==> src/rtl/shift8_tx_ctrl.sv <==
// Byte sequencer for an external 8-bit left shift register.
// Loads one byte and then streams it out MSB first, holding each bit for DIV clocks.
module shift8_tx_ctrl #(
    parameter int DIV        = 4,
    parameter bit FILL_BIT   = 1'b0,
    parameter bit IDLE_LEVEL = 1'b1
) (
    input  logic       clk,
    input  logic       rst_n,
    input  logic [7:0] tx_data,
    input  logic       tx_valid,
    output logic       tx_ready,
    output logic [7:0] sr_in,
    output logic       sr_load,
    output logic       sr_shift,
    output logic       sr_inlsb,
    input  logic       sr_msb,
    output logic       ser_out,
    output logic       ser_en,
    output logic       done
);

    localparam int DW = (DIV > 1) ? $clog2(DIV) : 1;
    localparam logic [DW-1:0] DIV_LAST = DW'(DIV - 1);

    typedef enum logic [1:0] {
        S_IDLE,
        S_LOAD,
        S_SHIFT
    } state_t;

    state_t          state_q, state_d;
    logic [2:0]      bit_q, bit_d;
    logic [DW-1:0]   div_q, div_d;
    logic [7:0]      hold_q, hold_d;

    always_ff @(posedge clk) begin
        if (!rst_n) begin
            state_q <= S_IDLE;
            bit_q   <= 3'd0;
            div_q   <= '0;
            hold_q  <= 8'h00;
        end else begin
            state_q <= state_d;
            bit_q   <= bit_d;
            div_q   <= div_d;
            hold_q  <= hold_d;
        end
    end

    always_comb begin
        state_d  = state_q;
        bit_d    = bit_q;
        div_d    = div_q;
        hold_d   = hold_q;
        sr_load  = 1'b0;
        sr_shift = 1'b0;
        done     = 1'b0;
        ser_en   = 1'b0;
        ser_out  = IDLE_LEVEL;
        case (state_q)
            S_IDLE: begin
                if (tx_valid) begin
                    hold_d  = tx_data;
                    state_d = S_LOAD;
                end
            end
            S_LOAD: begin
                sr_load = 1'b1;
                bit_d   = 3'd0;
                div_d   = '0;
                state_d = S_SHIFT;
            end
            S_SHIFT: begin
                ser_en  = 1'b1;
                ser_out = sr_msb;
                if (div_q == DIV_LAST) begin
                    div_d = '0;
                    // The 8th bit is already on the MSB, so it ends the frame instead of shifting.
                    if (bit_q != 3'd7) begin
                        sr_shift = 1'b1;
                        bit_d    = bit_q + 3'd1;
                    end else begin
                        done    = 1'b1;
                        state_d = S_IDLE;
                    end
                end else begin
                    div_d = div_q + 1'b1;
                end
            end
            default: state_d = S_IDLE;
        endcase
    end

    assign tx_ready = (state_q == S_IDLE);
    assign sr_in    = hold_q;
    assign sr_inlsb = FILL_BIT;

endmodule
==> config.mk <==
export PLATFORM = sky130hd
export DESIGN_NAME = shift8_tx_ctrl
export DESIGN_NICKNAME = d
export VERILOG_FILES = /design/src/rtl/shift8_tx_ctrl.sv
export SDC_FILE = /design/constraint.sdc
export NUM_CORES = 1
export LEC_CHECK = 0
export BUFFER_PORTS_ARGS = -buffer_cell sky130_fd_sc_hd__buf_4
export CORE_MARGIN = 3
export CORE_UTILIZATION = 35
export CTS_CLUSTER_SIZE = 25
export DETAILED_ROUTE_END_ITERATION = 10
export GPL_ROUTABILITY_DRIVEN = 0
export HOLD_SLACK_MARGIN = 0.15
export PLACE_DENSITY = 0.63
export SLEW_MARGIN = 20
export SYNTH_ARGS = -nofsm -noshare
export SYNTH_HDL_FRONTEND = slang
export SYNTH_SLANG_ARGS = --single-unit
==> constraint.sdc <==
create_clock -name clk -period 1.35 [get_ports clk]
set_input_delay 0.135 -clock clk [delete_from_list [all_inputs] [get_ports clk]]
set_output_delay 0.135 -clock clk [all_outputs]
set_load 0.005 [all_outputs]
==> results of run 1 <==
-- how the worst min path moves through the flow --
stage,depth (start not counted),endpoint
after global routing,3,sr_in[4]
final,3,sr_in[4]
after detailed placement,3,sr_in[7]
after floorplan,2,sr_in[7]
after global placement,3,sr_in[7]
after CTS,3,sr_in[4]
-- synth_stat cells --
| library cell | number |
|---|---|
| dfxtp_1 | 15 |
| nand3b_1 | 1 |
| nor2b_1 | 1 |
| a222oi_1 | 1 |
| nand2_1 | 17 |
| o21a_1 | 1 |
| and4bb_2 | 1 |
| o22ai_1 | 1 |
| inv_2 | 1 |
| buf_4 | 3 |
| conb_1 | 1 |
| ha_1 | 8 |
| nand2b_1 | 2 |
| buf_6 | 1 |
| inv_1 | 5 |
| nand3_1 | 11 |
| mux2i_1 | 5 |
| and3_2 | 2 |
| a21boi_0 | 9 |
| buf_2 | 1 |
-- worst max-delay path: stages (launching register included) --
cell and delay, ps:
dfxtp_2 340, ha_4 180, ha_4 150, inv_2 50, and3_4 160, buf_6 80
-- sequential cells by signal, summed over array words and instances (netlist names) --
| register | flops |
|---|---|
| bit_q | 3 |
| div_q | 2 |
| sr_in | 8 |
| state_q | 2 |
-- final cells by class --
type / count / area (um2)
well taps: 27 / 33.8
multi-input cells: 61 / 485
clock buffers: 4 / 26.3
repair buffers: 40 / 329
flip-flops and latches: 15 / 307
inverters: 6 / 25.0
fillers: 183 / 836
-- cell usage in the layout, fill, tap and decap left out --
cell / n
buf_4: 30
nand2_1: 16
nand3_1: 11
dfxtp_1: 10
a21boi_0: 9
dlygate4sd3_1: 7
mux2i_1: 5
dfxtp_2: 5
ha_4: 4
inv_1: 3
ha_2: 3
clkbuf_4: 3
buf_6: 3
and3_4: 2
nand2b_1: 2
inv_2: 2
inv_4: 1
a222oi_1: 1
nand2_2: 1
o22ai_1: 1
nand3b_1: 1
and4bb_2: 1
nor2b_1: 1
o21a_1: 1
ha_1: 1
conb_1: 1
clkbuf_1: 1
-- through the flow --
| step | utilization | power (mW) | setup slack, ps |
|---|---|---|---|
| after global routing | 0.591 | 1.69 | -121 |
| final | 0.591 | 1.57 | -16.7 |
| after floorplan | - | 0.963 | 6.07 |
| after CTS | 0.581 | 1.55 | -36.9 |
| after detailed placement | 0.507 | 1.27 | -24.2 |
| after global placement | 0.507 | 1.26 | 17.9 |
-- routing by layer --
| metal | routed length, um | global-route usage | vias to the layer above |
|---|---|---|---|
| li1 | - | - | 370 |
| met2 | 899 | 0.242 | 16 |
| met4 | 14 | 0.0638 | 0 |
| met1 | 765 | 0.181 | 330 |
| met5 | 0 | 0 | - |
| met3 | 76 | 0.0310 | 2 |
-- power breakdown --
group          switching (mW)  internal [mW]  total, mW  leakage [nW]
Combinational           0.342          0.413      0.755         0.371
Clock                   0.125          0.114      0.239        0.0150
Sequential             0.0524          0.520      0.572         0.125
-- cells by family after synthesis --
group                    after synthesis
adder cells (fa/ha/maj)                8
AND/OR/NAND/NOR                       35
multiplexers                           5
AO/OA/AOI/OAI                         12
buffers and inverters                 11
other                                  1
flip-flops                            15
-- repair_timing --
item	in CTS	in global routing
hold endpoints to repair	7	0
setup buffers	0	1
hold buffers	7	0
cloned	0	0
gates resized for setup	13	5
endpoints found under the setup margin	4	11
pin swaps	3	2
==> results.md, run 1 <==
- Number of global-route vias before repair: around 700
- Worst reg-to-reg setup slack: 0 ps
- Final instance count without filler cells: roughly 150
- Sort of element at the end of the critical path: primary output
- Simple-gate share of the synthesized area: 0.222
- Setup crit start kind: flip-flop
- Adder and majority cell fraction of the synthesized area: 0.128
- Complex-gate fraction of the synthesized area: 0.117
- Gr ovfl total: 0
- Count of state elements after synthesis: 15
- Number of distinct library cells after synthesis: 20
- Maximum fanout along the worst path: 2
- Smallest hold slack: ~160 ps
- Master cell of the clock root buffer: clkbuf_4
- Count of antenna diodes in the layout: 0
- Longest Clk Path Bufs: 2
- Cell types with the largest area share after synthesis: dfxtp_1 39%, ha_1 13%, a21boi_0 8.7%
- # H-tree levels: 1
- Per-cell via count in the routed design: ~4.7
- Placement-stage cell area: 1030 um2
- Initial antenna violation count: 0
- CP Launch Point: bit_q[1]
- Post-synthesis to final-layout area growth: 54.7%
- Sequential share of the synthesized area: 0.385
- Number of cells traversed by the worst register-to-register path: 6
- Required time at the worst-slack endpoint: 1220 ps
- Post-synth top area cell: dfxtp_1
- Sink Count: 15
- CTS tree: yes
- Effective utilization at floorplan: 0.382
- Final wirelength: approximately 1800 um
- Count of buffers inserted at the top-level ports: 25
- Worst setup skew after layout: 2.07 ps
- Violations in the final reports: setup timing
- Post-Synthesis Cell Area: 779 um2
- Die width: ~53 um
- Area of all placed cells without fillers: about 1200 um2
- Placeable core region: approximately 2000 um2
- Cts bufs inserted: 3
- Largest net degree at the start of global routing: 21
- Number of placed I/O pins: 27
- Final HPWL DP: about 1200 um
- Leakage power: 0.511 nW
- Final setup violation count: 2
- Number of nets in the finished design: 147
- Clock insertion delay at the later pin of the skew report: ~270 ps
- Power density over cell area: roughly 1300 nW/um2
- Highest clock frequency the design can meet: ~730 MHz
- XOR/XNOR share of the synthesized area: 0
- Number of cells in the design after placement: approximately 140
- Peak ir drop on the vdd network: about 0.00089 V
- Drc violations: 0
- Fin crit period: ~1400 ps
- Number of max-cap violations: 0
- Final period utilization: 1.01
- Outcome: finished with violations
- Min-Delay Path Class: primary input to flip-flop
- Number of instances in the synthesized netlist: slightly below 90
- Total number of vias: 718
- Launch instance of the worst min-delay path: tx_data[4]
- RSZ-0062 raised after global routing: yes
- Critical path class: flip-flop to primary output
- Smallest setup slack after layout: -16.7 ps
- Final number of max-transition violations: 0
- Drt wl/cell: 11.5 um
- Residual antenna-violating net count after detailed routing: 0
- Full die area: between 2000 and 3000 um2
- Synthesized net count: 107
- Fraction of layout cells with a size suffix above 1: 0.437
- Area share of the leading cell type in the synthesized netlist: 0.385
- Critical register-to-register path startpoint: bit_q[1]
- Row cnt: 16
- Wire length of the first global-routing pass: approximately 3000 um
- Clock transition at the registers of the reported paths: approximately 80 ps
- Arrival time reported for the critical path endpoint: 1230 ps
- Multiplexer share of the synthesized area: 0.0642
- Number of hold violations in the final report: 0
- Total negative slack for setup checks: -19.9 ps
- Iteration-0 DRC count of the detailed router: 9
- Largest family of logic cells by synthesized area: simple AND/OR/NAND/NOR gates
- Length of the first detailed-routing pass in iterations: 4
- Worst reg2reg endpoint: state_q[1]
- CP Capture Point: sr_shift
- Mapped Avg Cell Area: around 9.0 um2
- GRT Total Usage: 0.146
- Count of synthesis-stage warnings from yosys: 0
- Height of the die: between 50 and 60 um
Note: power is estimated with default switching activity, not from simulation.
==> inputs of run 2 (changes only) <==
--- a/config.mk
+++ b/config.mk
@@ -6,8 +6,10 @@
 export NUM_CORES = 1
 export LEC_CHECK = 0
 export BUFFER_PORTS_ARGS = -buffer_cell sky130_fd_sc_hd__buf_4
+export CAP_MARGIN = 10
 export CORE_MARGIN = 3
 export CORE_UTILIZATION = 35
+export CTS_BUF_LIST = sky130_fd_sc_hd__clkbuf_4 sky130_fd_sc_hd__clkbuf_8 sky130_fd_sc_hd__clkbuf_16
 export CTS_CLUSTER_SIZE = 25
 export DETAILED_ROUTE_END_ITERATION = 10
 export GPL_ROUTABILITY_DRIVEN = 0
==> results.md, run 2 (synthesis results as in run 1) <==
- Outcome: finished with violations
- Violations in the final reports: setup timing
- Min-Delay Path Class: primary input to flip-flop
- Filler instances: 181 (-1.1%)
- Placeable core region: 2040 um2 (unchanged)
- Cts bufs inserted: 3 (unchanged)
- Leakage power: 0.525 nW (+2.8%)
- Iteration-0 DRC count of the detailed router: 9 (unchanged)
- GRT Total Usage: 0.153 (+0.00705)
- Commonest non-fill, non-tap cell in the layout: buf_4
- Gr ovfl total: 0 (unchanged)
- Count of antenna diodes in the layout: 0 (unchanged)
- Per-cell via count in the routed design: 4.62 (-1.6%)
- Number of cells traversed by the worst register-to-register path: 5 (-1)
- Final period utilization: 1.02 (+0.00416)
- Wire length of the first global-routing pass: 3130 um (+3.2%)
- Length of the first detailed-routing pass in iterations: 4 (unchanged)
- Effective utilization at floorplan: 0.382 (unchanged)
- Number of hold violations in the final report: 0 (unchanged)
- Residual antenna-violating net count after detailed routing: 0 (unchanged)
- Worst reg-to-reg setup slack: 0 ps (unchanged)
- Total number of vias: 716 (-0.28%)
- Largest net degree at the start of global routing: 21 (unchanged)
- Power density over cell area: 1300 nW/um2 (+0.14%)
- Clock transition at the registers of the reported paths: 80 ps (about the same)
- Worst reg2reg endpoint: state_q[1]
- Clock insertion delay at the later pin of the skew report: 270 ps (about the same)
- Final setup violation count: 2 (unchanged)
- Number of placed I/O pins: 27 (unchanged)
- Number of nets in the finished design: 149 (+1.4%)
- Number of global-route vias before repair: 720 (+3.2%)
- RSZ-0062 raised after global routing: yes
- Height of the die: 53.2 um (unchanged)
- Longest Clk Path Bufs: 2 (unchanged)
- Smallest setup slack after layout: -22.3 ps (-5.61 ps)
- CTS tree: yes
- Row cnt: 16 (unchanged)
- Multi-input combinational cell area: 483 um2 (-0.52%)
- Peak ir drop on the vdd network: 0.000710 V (-20%)
- Sink Count: 15 (unchanged)
- Final number of max-transition violations: 0 (unchanged)
- Required time at the worst-slack endpoint: 1220 ps (about the same)
- Die width: 53.2 um (unchanged)
- Worst setup skew after layout: 3.49 ps (+1.42 ps)
- Highest clock frequency the design can meet: 729 MHz (-0.41%)
- Launch instance of the worst min-delay path: rst_n
- Drc violations: 0 (unchanged)
- Storage element area: 307 um2 (unchanged)
- Master cell of the clock root buffer: clkbuf_4
- Count of buffers inserted at the top-level ports: 25 (unchanged)
- Sort of element at the end of the critical path: primary output
- Arrival time reported for the critical path endpoint: 1240 ps (about the same)
- Number of max-cap violations: 0 (unchanged)
- Flip-flop count of the largest register after layout: 8 (unchanged)
- Instance count along the most critical hold path: 2 (-1)
- Fin crit period: 1370 ps (+5.61 ps)
- Worst Hold Endpoint: div_q[0]
- Drt wl/cell: 11.6 um (+1.1%)
- # H-tree levels: 1 (unchanged)
- Final HPWL DP: 1240 um (unchanged)
- Most frequent cells in the layout: 31 x buf_4, 16 x nand2_1, 11 x nand3_1
- Share of the core filled with cells: 0.600 (+0.00919)
- Critical path class: flip-flop to primary output
- Critical register-to-register path startpoint: state_q[0]
- Post-synthesis to final-layout area growth: 57.1%
- Maximum fanout along the worst path: 2 (unchanged)
- Initial antenna violation count: 0 (unchanged)
- Full die area: 2830 um2 (unchanged)
- Smallest hold slack: 186 ps (+25.0 ps)
- Fraction of layout cells with a size suffix above 1: 0.438 (+0.000992)
- Setup crit start kind: flip-flop
- Final wirelength: 1800 um (+2.4%)
[run 2: cell types whose count changed in the layout (fill, tap and decap cells not counted), sizes merged]
cell         change
buf              +1
dlygate4sd3      +1
[run 2: area by class of cell]
cell class	instances	share of cell area
inverter	6	0.0204
clock buffer	4	0.0245
multi-input combinational	61	0.394
sequential	15	0.250
tap	27	0.0276
timing repair buffer	42	0.283
[run 2: per-layer routing]
metal,vias up,global-route usage,wire length [um],share of wire
met5,-,0,0,0
met4,0,0.0766,14,0.0078
met3,2,0.0394,79,0.044
met2,16,0.256,905,0.50
met1,323,0.179,799,0.44
li1,375,-,-,-
[run 2: repair_timing]
| item | 4_1_cts | 5_1_grt |
|---|---|---|
| gates cloned | 0 | 0 |
| resized for setup | 14 | 3 |
| hold buffers | 8 | 0 |
| endpoints found under the setup margin | 4 | 11 |
| buffers inserted | 0 | 2 |
| pin swaps | 3 | 2 |
| endpoints found under the hold margin | 8 | 0 |
[run 2: where the power goes]
group	switching, mW	internal (mW)	leakage, nW
registers	0.0527	0.520	0.125
logic	0.342	0.412	0.382
clock network	0.132	0.135	0.0184
[run 2: metrics by stage]
| step | setup slack [ps] | power [mW] | cells | TNS, ps | instance area, um2 |
|---|---|---|---|---|---|
| after global placement | 17.9 | 1.26 | 141 | 0 | 1030 |
| after detailed placement | -24.2 | 1.27 | 141 | -44.6 | 1030 |
| after global routing | -121 | 1.72 | 155 | -459 | 1220 |
| after floorplan | 6.07 | 0.963 | 87 | 0 | 800 |
| after CTS | -43.5 | 1.59 | 153 | -99.6 | 1200 |
| final | -22.3 | 1.59 | 155 | -31.9 | 1220 |
[run 2: how the worst max path moves through the flow]
stage,from,end
after floorplan,state_q[0],state_q[0]
after global placement,bit_q[1],state_q[0]
after detailed placement,bit_q[1],state_q[1]
after CTS,bit_q[0],sr_shift
after global routing,bit_q[1],state_q[0]
final,bit_q[1],sr_shift
[run 2: worst max-delay path, stage by stage, from the launching register on]
cell	delay (ps)
dfxtp_2	340
ha_4	180
ha_4	150
inv_2	50
and3_4	160
buf_6	80
==> inputs of run 3 (changes only) <==
--- a/config.mk
+++ b/config.mk
@@ -15,7 +15,7 @@
 export GPL_ROUTABILITY_DRIVEN = 0
 export HOLD_SLACK_MARGIN = 0.15
 export PLACE_DENSITY = 0.63
-export SLEW_MARGIN = 20
+export SLEW_MARGIN = 25
 export SYNTH_ARGS = -nofsm -noshare
 export SYNTH_HDL_FRONTEND = slang
 export SYNTH_SLANG_ARGS = --single-unit
==> constraint.sdc (replaced) <==
create_clock -name clk -period 1.35 [get_ports clk]
set_input_delay 0.0675 -clock clk [delete_from_list [all_inputs] [get_ports clk]]
set_output_delay 0.0675 -clock clk [all_outputs]
set_load 0.005 [all_outputs]
==> results.md, run 3 (synthesis results as in run 1) <==
- Number of hold violations in the final report: 0 (unchanged)
- Min-Delay Path Class: primary input to primary output
- Outcome: completed
- Met1 global-route usage: 0.181 (+0.00170)
- Switching power share of the total: 0.331 (+0.000674)
- Length of the first detailed-routing pass in iterations: 4 (unchanged)
- Fraction of met2 tracks used by global routing: 0.269 (+0.0124)
- Iteration-0 DRC count of the detailed router: 7 (-2)
- Setup crit start kind: flip-flop
- Fraction of layout cells with a size suffix above 1: 0.422 (-0.0156)
- Top cell by count, worst path: ha_4
- GRT Total Usage: 0.157 (+0.00411)
- Clock transition at the registers of the reported paths: 80 ps (about the same)
- Die width: 53.2 um (unchanged)
- Internal Power: 1.05 mW (-1.4%)
- Flop pwr share: 0.361 (+0.002)
- Critical Path Slowest Stage Cell: dfxtp_2
- Number of nets in the finished design: 149 (unchanged)
- Flip-flop count of the largest register after layout: 8 (unchanged)
- Post-synthesis to final-layout area growth: 56.5%
- GR met3 Demand/Resource: 0.0394 (unchanged)
- Fin crit period: 1350 ps (-26.0 ps)
- Per-cell via count in the routed design: 4.69 (+1.5%)
- Total negative slack for setup checks: 0 ps (+31.9 ps)
- Final setup violation count: 0 (-2)
- Area of all placed cells without fillers: 1220 um2 (-0.41%)
- Final instance count without filler cells: 155 (unchanged)
- Arrival time reported for the critical path endpoint: 1550 ps (+310 ps)
- Clock power share: 0.170 (+0.003)
- Longest Clk Path Bufs: 2 (unchanged)
- Gr ovfl total: 0 (unchanged)
- Sort of element at the end of the critical path: flip-flop
- CTS tree: yes
- Post-CTS repair timing setup buffer count: 0 (unchanged)
- Slowest cell delay on critical path: 360 ps (+20 ps)
- Count of antenna diodes in the layout: 0 (unchanged)
- RSZ-0062 raised after global routing: yes
- Post-place setup slack: -24.2 ps (unchanged)
- Effective utilization at floorplan: 0.382 (unchanged)
- Number of cells in the design after placement: 141 (unchanged)
- Master cell of the clock root buffer: clkbuf_4
- # H-tree levels: 1 (unchanged)
- Placement-stage cell area: 1030 um2 (unchanged)
- Count of buffers inserted at the top-level ports: 25 (unchanged)
- Highest clock frequency the design can meet: 743 MHz (+1.9%)
- Initial antenna violation count: 0 (unchanged)
- Cts bufs inserted: 3 (unchanged)
- Final period utilization: 0.997 (-0.0193)
- Final wirelength: 1830 um (+1.8%)
- Full die area: 2830 um2 (unchanged)
- Row cnt: 16 (unchanged)
- Commonest non-fill, non-tap cell in the layout: buf_4
- Final HPWL DP: 1240 um (unchanged)
- Proportion of power drawn by combinational gates: 0.469 (-0.005)
- Leakage power: 0.523 nW (-0.45%)
- Number of global-route vias before repair: 714 (-0.83%)
- Sink Count: 15 (unchanged)
- Worst setup skew after layout: 2.88 ps (-0.606 ps)
- Routing layer with the top usage in global route: met2
- Peak ir drop on the vdd network: 0.000741 V (+4.3%)
- Largest net degree at the start of global routing: 21 (unchanged)
- Drt wl/cell: 11.8 um (+1.8%)
- Most frequent cells in the layout: 30 x buf_4, 16 x nand2_1, 11 x nand3_1
- Height of the die: 53.2 um (unchanged)
- Maximum fanout along the worst path: 2 (unchanged)
- Final number of max-transition violations: 0 (unchanged)
- Drc violations: 0 (unchanged)
- Placeable core region: 2040 um2 (unchanged)
- Clock insertion delay at the later pin of the skew report: 270 ps (about the same)
- Smallest setup slack after layout: 3.78 ps (+26.0 ps)
- Cell chain of the critical path: ha_4 > ha_4 > inv_2 > a222oi_1 > buf_4 > mux2i_1
- Required time at the worst-slack endpoint: 1550 ps (+330 ps)
- Wire length of the first global-routing pass: 3160 um (+1.1%)
- Net load switching power: 0.521 mW (-1.1%)
- Critical path class: flip-flop to flip-flop
- Total number of vias: 727 (+1.5%)
- Number of placed I/O pins: 27 (unchanged)
- Number of max-cap violations: 0 (unchanged)
- Residual antenna-violating net count after detailed routing: 0 (unchanged)
- Worst reg-to-reg setup slack: 4 ps (about the same)
- Power density over cell area: 1290 nW/um2 (-0.87%)
[run 3: changes by cell type in the layout (fill, tap and decap cells not counted)]
cell           before  now
and3_2              0    1
and3_4              2    1
buf_4              31   30
buf_6               3    2
dlygate4sd3_1       8   10
inv_2               2    3
inv_4               1    0
[run 3: area by class of cell]
type                            instances  area (um2)
Clock buffer                            4        30.0
Fill cell                             181         822
Inverter                                6        22.5
Multi-Input combinational cell         61         479
Sequential cell                        15         307
Tap cell                               27        33.8
Timing Repair Buffer                   42         348
[run 3: path summary, 6_finish.rpt]
check                 from         end  cells after the start
setup reg to reg  bit_q[1]  state_q[1]                      6
hold / removal      sr_msb     ser_out                      3
hold reg to reg   sr_in[6]    sr_in[6]                      2
setup / recovery  bit_q[1]  state_q[1]                      6
[run 3: power by group through the flow]
stage	sequential (mW)	clock (mW)	combinational [mW]
finish	0.568	0.267	0.738
CTS	0.562	0.280	0.727
global route	0.580	0.300	0.817
detailed placement	0.568	0	0.702
global placement	0.566	0	0.692
floorplan	0.569	0	0.393
[run 3: layer usage]
layer  part of all wire  routed length, um  vias to the layer above
li1                   -                  -                      376
met1               0.44                803                      333
met2               0.51                930                       16
met3              0.044                 81                        2
met4             0.0076                 14                        0
met5                  0                  0                        -
[run 3: stage by stage]
step                 util  hold WS [ps]  power (mW)
detailed placement  0.507           354        1.27
CTS                 0.586           392        1.57
global route        0.597           405        1.70
finish              0.597           388        1.57
floorplan               -           224       0.963
global placement    0.507           345        1.26
[run 3: worst max-delay path: cells and delay by family, from the launching register on]
kind                       cells  cell delay [ps]
DFF                            1              360
muxes                          1              170
adders and majority gates      2              300
buffers and inverters          2              200
AOI/OAI and AO/OA              1              250
[run 3: timing repair]
| action | in CTS | in global routing |
|---|---|---|
| hold buffers | 10 | 0 |
| gates resized for setup | 8 | 6 |
| setup endpoints to repair | 4 | 14 |
| endpoints found under the hold margin | 15 | 0 |
| pin swaps | 2 | 1 |
